### src/rtl/uart_pkg.sv
// Shared UART receive types: FSM states, data-width encoding, default oversample ratio.
// Pure declarations; no logic or timing.
package uart_pkg;

    typedef enum logic [2:0] {
        ST_IDLE   = 3'd0,
        ST_START  = 3'd1,
        ST_DATA   = 3'd2,
        ST_PARITY = 3'd3,
        ST_STOP   = 3'd4
    } rx_state_e;

    localparam logic [1:0] DBITS_5 = 2'd0;
    localparam logic [1:0] DBITS_6 = 2'd1;
    localparam logic [1:0] DBITS_7 = 2'd2;
    localparam logic [1:0] DBITS_8 = 2'd3;

    localparam int unsigned OVERSAMPLE_DEF = 16;

    function automatic logic [3:0] data_bits_to_n(input logic [1:0] db);
        logic [3:0] n;
        unique case (db)
            DBITS_5: n = 4'd5;
            DBITS_6: n = 4'd6;
            DBITS_7: n = 4'd7;
            default: n = 4'd8;
        endcase
        return n;
    endfunction

endpackage

### src/rtl/uart_rx_sync.sv
// Serial-line front end: 2-flop synchronizer, 3-tap majority filter and start-edge detect.
// Latency: 2 clk sync, taps advance on baud ticks; no backpressure (free-running).
module uart_rx_sync (
    input  logic clk_in,
    input  logic rstn_in,
    input  logic baud_tick_in,
    input  logic rx_in,
    output logic bit_out,
    output logic fall_out
);

    logic [1:0] sync_q, sync_d;
    logic [1:0] tap_q, tap_d;
    logic       smp;

    assign smp = sync_q[1];

    always_comb begin
        sync_d = {sync_q[0], rx_in};
        tap_d  = tap_q;
        if (baud_tick_in) begin
            tap_d = {tap_q[0], smp};
        end
    end

    always_ff @(posedge clk_in or negedge rstn_in) begin
        if (!rstn_in) begin
            sync_q <= 2'b11;
            tap_q  <= 2'b11;
        end else begin
            sync_q <= sync_d;
            tap_q  <= tap_d;
        end
    end

    // The sample being shifted in on this tick acts as the third tap, so the
    // vote on a tick covers that tick and the two before it.
    assign bit_out  = (tap_q[1] & tap_q[0]) | (tap_q[1] & smp) | (tap_q[0] & smp);
    assign fall_out = baud_tick_in & tap_q[0] & ~smp;

endmodule

### src/rtl/uart_rx_deser.sv
// UART receive deserializer: start validation, mid-bit majority sampling, 5-8 data bits, parity, 1-2 stops.
// Latency: word valid 1 clk after the last stop mid-sample tick; backpressure: held word blocks, new frame dropped with overrun pulse.
module uart_rx_deser #(
    parameter int unsigned OVERSAMPLE = uart_pkg::OVERSAMPLE_DEF
) (
    input  logic       clk_in,
    input  logic       rstn_in,
    input  logic       enable_in,
    input  logic       baud_tick_in,
    input  logic       rx_in,
    input  logic       lsbfe_in,
    input  logic [1:0] data_bits_in,
    input  logic       parity_en_in,
    input  logic       parity_odd_in,
    input  logic       stop2_in,
    input  logic       ready_in,
    output logic [7:0] data_out,
    output logic       valid_out,
    output logic       parity_err_out,
    output logic       frame_err_out,
    output logic       overrun_out,
    output logic       busy_out
);
    import uart_pkg::*;

    localparam int unsigned   CW        = $clog2(OVERSAMPLE);
    localparam logic [CW-1:0] TICK_MID  = CW'(OVERSAMPLE / 2);
    localparam logic [CW-1:0] TICK_LAST = CW'(OVERSAMPLE - 1);

    rx_state_e     state_q, state_d;
    logic [CW-1:0] tick_cnt_q, tick_cnt_d;
    logic [2:0]    bit_cnt_q, bit_cnt_d;
    logic [7:0]    shift_q, shift_d;
    logic          par_acc_q, par_acc_d;
    logic          perr_q, perr_d;
    logic          ferr_q, ferr_d;
    logic          lsbfe_q, lsbfe_d;
    logic [3:0]    nbits_q, nbits_d;
    logic          par_en_q, par_en_d;
    logic          par_odd_q, par_odd_d;
    logic          stop2_q, stop2_d;
    logic [7:0]    data_q, data_d;
    logic          hold_perr_q, hold_perr_d;
    logic          hold_ferr_q, hold_ferr_d;
    logic          valid_q, valid_d;
    logic          overrun_q, overrun_d;

    logic          rx_bit, rx_fall;
    logic          mid, eop, last_data, last_stop, complete, load;
    logic [2:0]    data_idx;

    uart_rx_sync u_sync (
        .clk_in       (clk_in),
        .rstn_in      (rstn_in),
        .baud_tick_in (baud_tick_in),
        .rx_in        (rx_in),
        .bit_out      (rx_bit),
        .fall_out     (rx_fall)
    );

    assign mid       = baud_tick_in && (tick_cnt_q == TICK_MID);
    assign eop       = baud_tick_in && (tick_cnt_q == TICK_LAST);
    assign last_data = (bit_cnt_q == 3'(nbits_q - 4'd1));
    assign last_stop = stop2_q ? (bit_cnt_q == 3'd1) : (bit_cnt_q == 3'd0);
    assign data_idx  = lsbfe_q ? bit_cnt_q : 3'(nbits_q - 4'd1 - {1'b0, bit_cnt_q});
    assign complete  = enable_in && (state_q == ST_STOP) && mid && last_stop;
    assign load      = complete && (!valid_q || ready_in);

    always_ff @(posedge clk_in or negedge rstn_in) begin
        if (!rstn_in) begin
            state_q <= ST_IDLE;
        end else begin
            state_q <= state_d;
        end
    end

    always_comb begin
        state_d = state_q;
        if (!enable_in) begin
            state_d = ST_IDLE;
        end else begin
            unique case (state_q)
                ST_IDLE:   if (rx_fall) state_d = ST_START;
                ST_START: begin
                    if (mid && rx_bit) state_d = ST_IDLE;
                    else if (eop)      state_d = ST_DATA;
                end
                ST_DATA:   if (eop && last_data) state_d = par_en_q ? ST_PARITY : ST_STOP;
                ST_PARITY: if (eop) state_d = ST_STOP;
                ST_STOP:   if (mid && last_stop) state_d = ST_IDLE;
                default:   state_d = ST_IDLE;
            endcase
        end
    end

    always_comb begin
        tick_cnt_d  = tick_cnt_q;
        bit_cnt_d   = bit_cnt_q;
        shift_d     = shift_q;
        par_acc_d   = par_acc_q;
        perr_d      = perr_q;
        ferr_d      = ferr_q;
        lsbfe_d     = lsbfe_q;
        nbits_d     = nbits_q;
        par_en_d    = par_en_q;
        par_odd_d   = par_odd_q;
        stop2_d     = stop2_q;
        data_d      = load ? shift_q : data_q;
        hold_perr_d = load ? perr_q : hold_perr_q;
        hold_ferr_d = load ? (ferr_q | ~rx_bit) : hold_ferr_q;
        valid_d     = load | (valid_q & ~ready_in);
        overrun_d   = complete & ~load;

        if (!enable_in) begin
            tick_cnt_d = '0;
            bit_cnt_d  = '0;
        end else if (state_q == ST_IDLE) begin
            if (rx_fall) begin
                tick_cnt_d = '0;
                bit_cnt_d  = '0;
                shift_d    = '0;
                par_acc_d  = 1'b0;
                perr_d     = 1'b0;
                ferr_d     = 1'b0;
                lsbfe_d    = lsbfe_in;
                nbits_d    = data_bits_to_n(data_bits_in);
                par_en_d   = parity_en_in;
                par_odd_d  = parity_odd_in;
                stop2_d    = stop2_in;
            end
        end else begin
            if (baud_tick_in) begin
                tick_cnt_d = (tick_cnt_q == TICK_LAST) ? '0 : tick_cnt_q + CW'(1);
            end
            unique case (state_q)
                ST_DATA: begin
                    if (mid) begin
                        shift_d[data_idx] = rx_bit;
                        par_acc_d         = par_acc_q ^ rx_bit;
                    end
                    if (eop) bit_cnt_d = last_data ? 3'd0 : bit_cnt_q + 3'd1;
                end
                ST_PARITY: if (mid) perr_d = ((par_acc_q ^ rx_bit) != par_odd_q);
                ST_STOP: begin
                    if (mid) ferr_d = ferr_q | ~rx_bit;
                    if (eop) bit_cnt_d = bit_cnt_q + 3'd1;
                end
                default: ;
            endcase
        end
    end

    always_ff @(posedge clk_in or negedge rstn_in) begin
        if (!rstn_in) begin
            tick_cnt_q  <= '0;
            bit_cnt_q   <= '0;
            shift_q     <= '0;
            par_acc_q   <= 1'b0;
            perr_q      <= 1'b0;
            ferr_q      <= 1'b0;
            lsbfe_q     <= 1'b1;
            nbits_q     <= 4'd8;
            par_en_q    <= 1'b0;
            par_odd_q   <= 1'b0;
            stop2_q     <= 1'b0;
            data_q      <= '0;
            hold_perr_q <= 1'b0;
            hold_ferr_q <= 1'b0;
            valid_q     <= 1'b0;
            overrun_q   <= 1'b0;
        end else begin
            tick_cnt_q  <= tick_cnt_d;
            bit_cnt_q   <= bit_cnt_d;
            shift_q     <= shift_d;
            par_acc_q   <= par_acc_d;
            perr_q      <= perr_d;
            ferr_q      <= ferr_d;
            lsbfe_q     <= lsbfe_d;
            nbits_q     <= nbits_d;
            par_en_q    <= par_en_d;
            par_odd_q   <= par_odd_d;
            stop2_q     <= stop2_d;
            data_q      <= data_d;
            hold_perr_q <= hold_perr_d;
            hold_ferr_q <= hold_ferr_d;
            valid_q     <= valid_d;
            overrun_q   <= overrun_d;
        end
    end

    assign data_out       = data_q;
    assign valid_out      = valid_q;
    assign parity_err_out = hold_perr_q;
    assign frame_err_out  = hold_ferr_q;
    assign overrun_out    = overrun_q;
    assign busy_out       = (state_q != ST_IDLE);

endmodule
### config.mk
export PLATFORM = sky130hd
export DESIGN_NAME = uart_rx_deser
export DESIGN_NICKNAME = d
export VERILOG_FILES = /design/src/rtl/uart_pkg.sv /design/src/rtl/uart_rx_sync.sv /design/src/rtl/uart_rx_deser.sv
export SDC_FILE = /design/constraint.sdc
export NUM_CORES = 1
export LEC_CHECK = 0
export CAP_MARGIN = 0
export CORE_ASPECT_RATIO = 1.5
export CORE_UTILIZATION = 44
export CTS_BUF_LIST = sky130_fd_sc_hd__clkbuf_16
export DETAILED_ROUTE_END_ITERATION = 6
export GPL_TIMING_DRIVEN = 0
export HOLD_SLACK_MARGIN = 0.15
export SYNTH_ARGS = -nofsm -noshare
export SYNTH_HDL_FRONTEND = slang
export SYNTH_SLANG_ARGS = --single-unit
### constraint.sdc
create_clock -name clk_in -period 3.46 [get_ports clk_in]
set_clock_uncertainty 0.05 [all_clocks]
set_input_delay 0.692 -clock clk_in [delete_from_list [all_inputs] [get_ports clk_in]]
set_output_delay 0.692 -clock clk_in [all_outputs]
set_load 0.01 [all_outputs]
==> metrics.md, run 1 <==
| Metric | Value |
|---|---|
| Outcome | finished, final reports clean |
| Depth of the most critical reg-to-reg path | 9 |
| Portion of the post-synthesis area used by sequential elements | ~44% |
| Clock edge transition at the registers on the reported setup and hold paths | about 60 ps |
| Clock network latency to the later pin of the worst-skew pair | about 280 ps |
| Data required time at the worst endpoint | about 2700 ps |
| Post-detailed-routing wire length | 5.40 mm |
| Maximum vdd ir drop | approximately 360 µV |
| TritonRoute pass-1 iters | 4 |
| Starting Density | a little under half |
| Share of flip-flops with an asynchronous set or reset after synthesis | 100% |
| Total global routing track utilization | 20.0% |
| Critical path's slowest cell | sky130_fd_sc_hd__clkdlybuf4s50_1 |
| Count of final hold-check violations | 0 |
| Global route total overflow | 0 |
| Post-route DRC violation count | 0 |
| Instance count of the mapped netlist | 240 |
| Tcrit/Tclk final | 83.1% |
| Clock tree buffer depth | 2 |
| Number of buffers added by the clock tree synthesis step | 5 |
| Syn avg cell area | between 10 and 15 µm² |
| Final setup violation count | 0 |
| Root buffer selected by CTS | sky130_fd_sc_hd__clkbuf_16 |
| Fill count | around 510 |
| Count of state elements after synthesis | 44 |
| Area added between synthesis and finish | 18.7% |
| Antenna diode instance count | 0 |
| Most frequently used flop master after synthesis | sky130_fd_sc_hd__dfrtp_1 |
| Worst Max-Slew Pin Slew | between 600 and 700 ps |
| Final slew viol count | 0 |
| Post-route worst hold slack | approximately 230 ps |
| Worst-path fanout max | 10 |
| Kind of start point of the critical path | flop |
| Clock H-tree levels | 2 |
| CP Cell Sequence | buf_2, or3_1, buf_6, clkbuf_1, clkdlybuf4s50_1 |
| Core Region | ~5500 µm² |
| Drt wl/cell | roughly 16 µm |
| Number of placed I/O pins | 25 |
| DP HPWL | just under 4 mm |
| Post-CTS Setup Repair Bufs | 0 |
| Area of combinational cells with multiple inputs | 1280 µm² |
| Number of clock sinks seen by CTS | 44 |
| Beginning of the critical path | state_q[2] |
| Number of maximum-capacitance violations | 0 |
| Number of placed instances with taps included | between 300 and 400 |
| Count of port buffers added during placement | 23 |
| Post-Layout Cell Count | 341 |
| Vias | 1938 |
| Worst r2r src | nbits_q[0] |
| Final layout net count | 295 |
| Number of distinct library cells after synthesis | 51 |
| Quantity of hold-fixing buffers added after cts | 0 |
| Global-route wire length before repair | just over 9 mm |
| Resize count post-CTS | 0 |
| Post-detailed-route count of antenna-violating nets | 0 |
| Kind of critical path | flop to output port |
| Antenna violations before repair | 0 |
| Fmax | about 350 MHz |
| Leakage power total | ~1.3 nW |
| Die area | about 6000 µm² |
| Die H | between 90 and 100 µm |
| Number of rows created at floorplan | 33 |
| EDFF count, synth | 0 |
| Share of final-layout standard cells stronger than drive strength 1 | between 15 and 20% |
| Worst slew margin relative to its limit | around three fifths |
| Net count after synthesis | around 260 |
| Class of the worst hold path | input pin to async pin |
| FF+latch area | about 1100 µm² |
| Clock tree from TritonCTS | done |
| Synthesis warning total | 0 |
| Maximum number of pins on one net before global-route repair | 35 |
| Minimum clock period after layout | 2880 ps |
| CP max stage delay | 640 ps |
| Cell Pwr Density | between 700 and 800 nW/µm² |
| Area of the mapped netlist | 2510 µm² |
| Setup repair after global routing missed its margin | no |
| Final weighted congestion in routability-driven placement | around 0.83 |
| Worst Setup End Kind | output port |
| Initial DRC Count | 48 |
| Overall die width | between 60 and 70 µm |
| Data arrival at the endpoint of the critical path | about 2100 ps |
| Routed vias/inst | ~5.7 |
| Utilization after layout | 54.3% |
| Accumulated negative setup slack | 0 ps |
| Via count of the first global-routing pass | 1930 |
## cells in the mapped netlist, types with 4 or more instances
master	count	area [µm²]
sky130_fd_sc_hd__inv_1	16	60.1
sky130_fd_sc_hd__nor3_1	5	25.0
sky130_fd_sc_hd__nor2_1	17	63.8
sky130_fd_sc_hd__mux2i_1	4	40.0
sky130_fd_sc_hd__o211ai_1	6	45.0
sky130_fd_sc_hd__a21oi_1	12	60.1
sky130_fd_sc_hd__nand2_1	17	63.8
sky130_fd_sc_hd__clkbuf_1	7	26.3
sky130_fd_sc_hd__dfstp_2	5	131
sky130_fd_sc_hd__nand2b_1	5	31.3
sky130_fd_sc_hd__mux2_2	16	180
sky130_fd_sc_hd__ha_1	11	138
sky130_fd_sc_hd__o21ai_0	7	35.0
sky130_fd_sc_hd__and3_1	5	31.3
sky130_fd_sc_hd__dfrtp_1	39	976
sky130_fd_sc_hd__o2bb2ai_1	4	35.0
sky130_fd_sc_hd__a211o_2	4	40.0
sky130_fd_sc_hd__nand3_1	8	40.0
## worst max-delay path: cells and delay by family (launching register included)
| family | cells | cell delay [ps] |
|---|---|---|
| flops | 1 | 320 |
| simple gates | 1 | 140 |
| buf+inv | 4 | 1390 |
## metal layers
layer  share of wire, %  track usage [%]  vias to the layer above  wire length [µm]
met1                 42             23.3                      966              2290
met5                  0                0                        -                 0
met3                2.4             3.14                       10               132
met2                 53             35.9                       30              2870
met4                2.1             8.71                        0               111
li1                   -                -                      932                 -
## metrics by stage
stage	instance area (µm²)	worst slack, ps	power [mW]
2_1_floorplan	2510	1160	1.41
5_1_grt	2980	473	2.27
3_5_place_dp	2840	390	1.65
6_report	2980	584	2.10
4_1_cts	2980	567	2.12
3_3_place_gp	2830	363	1.63
## registers in the layout, summed over array words and instances, names as in the netlist, 2 cells and up
signal         flops
u_sync.sync_q      2
data_out           8
shift_q            8
tick_cnt_q         4
u_sync.tap_q       2
state_q            3
bit_cnt_q          3
nbits_q            3
## cell type report
| class | instances | share of cell area [%] |
|---|---|---|
| tap | 70 | 2.94 |
| multi-input combinational | 168 | 42.9 |
| clock inverter | 2 | 0.420 |
| timing repair buffer | 24 | 8.23 |
| buffer | 12 | 2.14 |
| clock buffer | 5 | 4.20 |
| sequential | 44 | 37.2 |
| inverter | 16 | 2.02 |
## where the power goes
part           switching [mW]  total, mW  internal [mW]
clock network           0.195      0.457          0.262
registers              0.0931      0.711          0.618
logic                   0.516      0.927          0.411
total                   0.804       2.10           1.29
## final timing paths
| check | endpoint | slack [ps] |
|---|---|---|
| max | busy_out | 580 |
| min | overrun_out | 230 |
| max reg2reg | shift_q[6] | 940 |
| min reg2reg | u_sync.sync_q[1] | 310 |
| max in group asynchronous | u_sync.sync_q[0] | 2580 |
| min in group clk_in | u_sync.sync_q[1] | 310 |
## placed cells by master (no fill, tap or decap), drive strengths merged, types with 4 or more instances in the layout
cell            n
nor3            5
clkdlybuf4s50  22
ha             11
dfrtp          39
a211o           4
mux2           16
nand2          18
mux2i           5
dfstp           5
nor2           17
o211ai          6
nand3           8
and3            5
inv            16
buf             7
nand2b          5
o21ai           7
a21oi          12
o2bb2ai         4
clkbuf         12
## kinds of logic after synthesis
group           share of synthesized area [%]
mux                                      9.67
flops                                    44.1
simple gates                             16.9
compound gates                           14.9
xor+xnor                                 2.84
fa+ha+maj                                6.68
buf+inv                                  4.94
Power figures use the tool's default switching activity.
==> run 2: changes to the inputs <==
==> constraint.sdc (replaced) <==
create_clock -name clk_in -period 2.73 [get_ports clk_in]
set_clock_uncertainty 0.05 [all_clocks]
set_input_delay 0.546 -clock clk_in [delete_from_list [all_inputs] [get_ports clk_in]]
set_output_delay 0.546 -clock clk_in [all_outputs]
set_load 0.01 [all_outputs]
==> run 2 against run 1 <==
Critical path depth grew 2; clock power grew 27%; register-to-register slack lost 730 ps; total power grew 26%; via count is essentially flat; die area is the same; sequential share of layout area is essentially flat; clock-buffer cell count is the same; combinational power grew 26%; final cell count shrank 0.29%; final area is essentially flat; flip-flop and latch count is the same.
==> metrics.md, run 2 (same netlist as run 1, synthesis figures left out) <==
| Metric | Value |
|---|---|
| Switching Share | between 30% and 40% |
| Antenna violations before repair | 0 |
| Clock H-tree levels | 2 |
| Hold Path Depth | 0 |
| Maximum vdd ir drop | around 460 µV |
| Post-route worst hold slack | approximately 310 ps |
| Clock share of power | a little over a fifth |
| DP HPWL | slightly below 4 mm |
| Fill count | slightly above 500 |
| TritonRoute pass-1 iters | 4 |
| Die area | 6020 µm² |
| Post-Layout Cell Count | 340 |
| Die H | 94.5 µm |
| Clock tree buffer depth | 2 |
| Number of maximum-capacitance violations | 0 |
| Finished layout cell area | between 2000 and 3000 µm² |
| Number of clock sinks seen by CTS | 44 |
| Commonest cells after routing, fill and taps aside | sky130_fd_sc_hd__dfrtp_1 (39), sky130_fd_sc_hd__clkdlybuf4s50_1 (22), sky130_fd_sc_hd__nor2_1 (17), sky130_fd_sc_hd__nand2_1 (17) |
| Accumulated negative setup slack | 0 ps |
| Global route total overflow | 0 |
| Final weighted congestion in routability-driven placement | a little over 0.8 |
| Final slew viol count | 0 |
| Initial DRC Count | 57 |
| Clock network latency to the later pin of the worst-skew pair | 280 ps |
| Post-detailed-routing wire length | 5.39 mm |
| Final layout net count | between 200 and 300 |
| Most common cell after layout, fill and taps aside | sky130_fd_sc_hd__dfrtp_1 |
| Count of final hold-check violations | 0 |
| Number of placed I/O pins | 25 |
| Worst slew margin relative to its limit | 59.7% |
| Root buffer selected by CTS | sky130_fd_sc_hd__clkbuf_16 |
| Area added between synthesis and finish | 18.8% |
| Number of placed instances with taps included | roughly 330 |
| Post-CTS Setup Repair Bufs | 0 |
| Share of final-layout standard cells stronger than drive strength 1 | ~17% |
| Net load switching power | about 1 mW |
| Maximum number of pins on one net before global-route repair | 35 |
| Final setup violation count | 0 |
| Critical path's slowest cell | sky130_fd_sc_hd__clkdlybuf4s50_1 |
| Outcome | finished, final reports clean |
| Total global routing track utilization | roughly 20% |
| Worst-path fanout max | 10 |
| Kind of start point of the critical path | input pin |
| Cell Pwr Density | 888 nW/µm² |
| Global-route wire length before repair | between 9 and 10 mm |
| Via count of the first global-routing pass | 1928 |
| Overall die width | between 60 and 70 µm |
| Depth of the most critical reg-to-reg path | 9 |
| Tcrit/Tclk final | 92.4% |
| CP Cell Sequence | clkdlybuf4s50_1, clkbuf_1, and3b_1, nor3_1, a31o_2, and3b_1, mux2_2 |
| Int Pwr | around 1.6 mW |
| Kind of critical path | input pin to flop |
| Worst Max-Slew Pin Slew | 603 ps |
| Minimum clock period after layout | 2520 ps |
| Starting Density | 45.7% |
| Antenna diode instance count | 0 |
| Post-detailed-route count of antenna-violating nets | 0 |
| Clock tree from TritonCTS | done |
| Setup repair after global routing missed its margin | no |
| Fmax | between 300 and 400 MHz |
| Count of port buffers added during placement | 23 |
| Final setup slack of the worst path | around 200 ps |
| Worst Setup End Kind | flop |
| Data required time at the worst endpoint | ~2900 ps |
| Seq pwr share | ~34% |
| Worst setup timing slack at the placement stage | -194 ps |
| CP max stage delay | around 500 ps |
| Clock edge transition at the registers on the reported setup and hold paths | 60 ps |
| Vias | 1937 |
| Drt wl/cell | roughly 16 µm |
| Number of rows created at floorplan | 33 |
| FF+latch area | approximately 1100 µm² |
| Number of buffers added by the clock tree synthesis step | 5 |
| Cell repeated most along the worst path | sky130_fd_sc_hd__and3b_1 |
| Core Region | around 5500 µm² |
| Data arrival at the endpoint of the critical path | 2640 ps |
| Area of combinational cells with multiple inputs | around 1300 µm² |
| Routed vias/inst | between 5 and 6 |
| Leakage power total | ~1.3 nW |
| Class of the worst hold path | flop to flop |
| Post-route DRC violation count | 0 |
| Comb power frac | 44.1% |
| Post-place instance area | between 2000 and 3000 µm² |
run 2: routing by layer:
layer | vias up | part of all wire (%) | GRT usage (%) | wire [µm]
met5 | - | 0 | 0 | 0
met4 | 0 | 2.1 | 8.71 | 112
met3 | 10 | 2.6 | 3.14 | 138
met2 | 28 | 53 | 35.9 | 2860
met1 | 967 | 42 | 23.3 | 2270
li1 | 932 | - | - | -
run 2: worst max-delay path: cells and delay by family:
kind,cells,cell delay (ps)
buf+inv,2,840
simple gates,3,700
mux,1,340
compound gates,1,220
run 2: final timing paths:
check / start / endpoint / slack (ps)
max in group asynchronous: rstn_in / u_sync.sync_q[0] / 1470
hold reg to reg: u_sync.sync_q[0] / u_sync.sync_q[1] / 310
setup / recovery: baud_tick_in / state_q[1] / 210
setup reg to reg: nbits_q[0] / shift_q[6] / 210
hold / removal: u_sync.sync_q[0] / u_sync.sync_q[1] / 310
min in group asynchronous: rstn_in / overrun_out / 620
run 2: through the flow:
step                      power [mW]  util [%]
after floorplan                 1.79         -
after global placement          2.07      51.5
after detailed placement        2.09      51.8
after CTS                       2.68      54.4
after global routing            2.87      54.3
final                           2.65      54.3
run 2: final cells by class:
class	instances	area share [%]
clock buffer	5	4.19
clock inverter	2	0.419
multi-input combinational	168	42.9
buffer	10	1.89
sequential	44	37.1
tap	70	2.94
inverter	16	2.01
timing repair buffer	25	8.56
run 2: what timing repair did:
action | in CTS | in global routing
gates resized for setup | 0 | 0
pin swaps | 0 | 0
setup endpoints to repair | 1 | 2
endpoints found under the hold margin | 10 | 0
hold buffers | 1 | 0
run 2: power by group through the flow:
stage / Sequential [mW] / Clock, mW / Combinational [mW]
6_report: 0.902 / 0.579 / 1.17
5_1_grt: 0.923 / 0.620 / 1.32
4_1_cts: 0.903 / 0.594 / 1.18
3_5_place_dp: 0.917 / 0 / 1.17
3_3_place_gp: 0.908 / 0 / 1.16
2_1_floorplan: 0.881 / 0 / 0.909
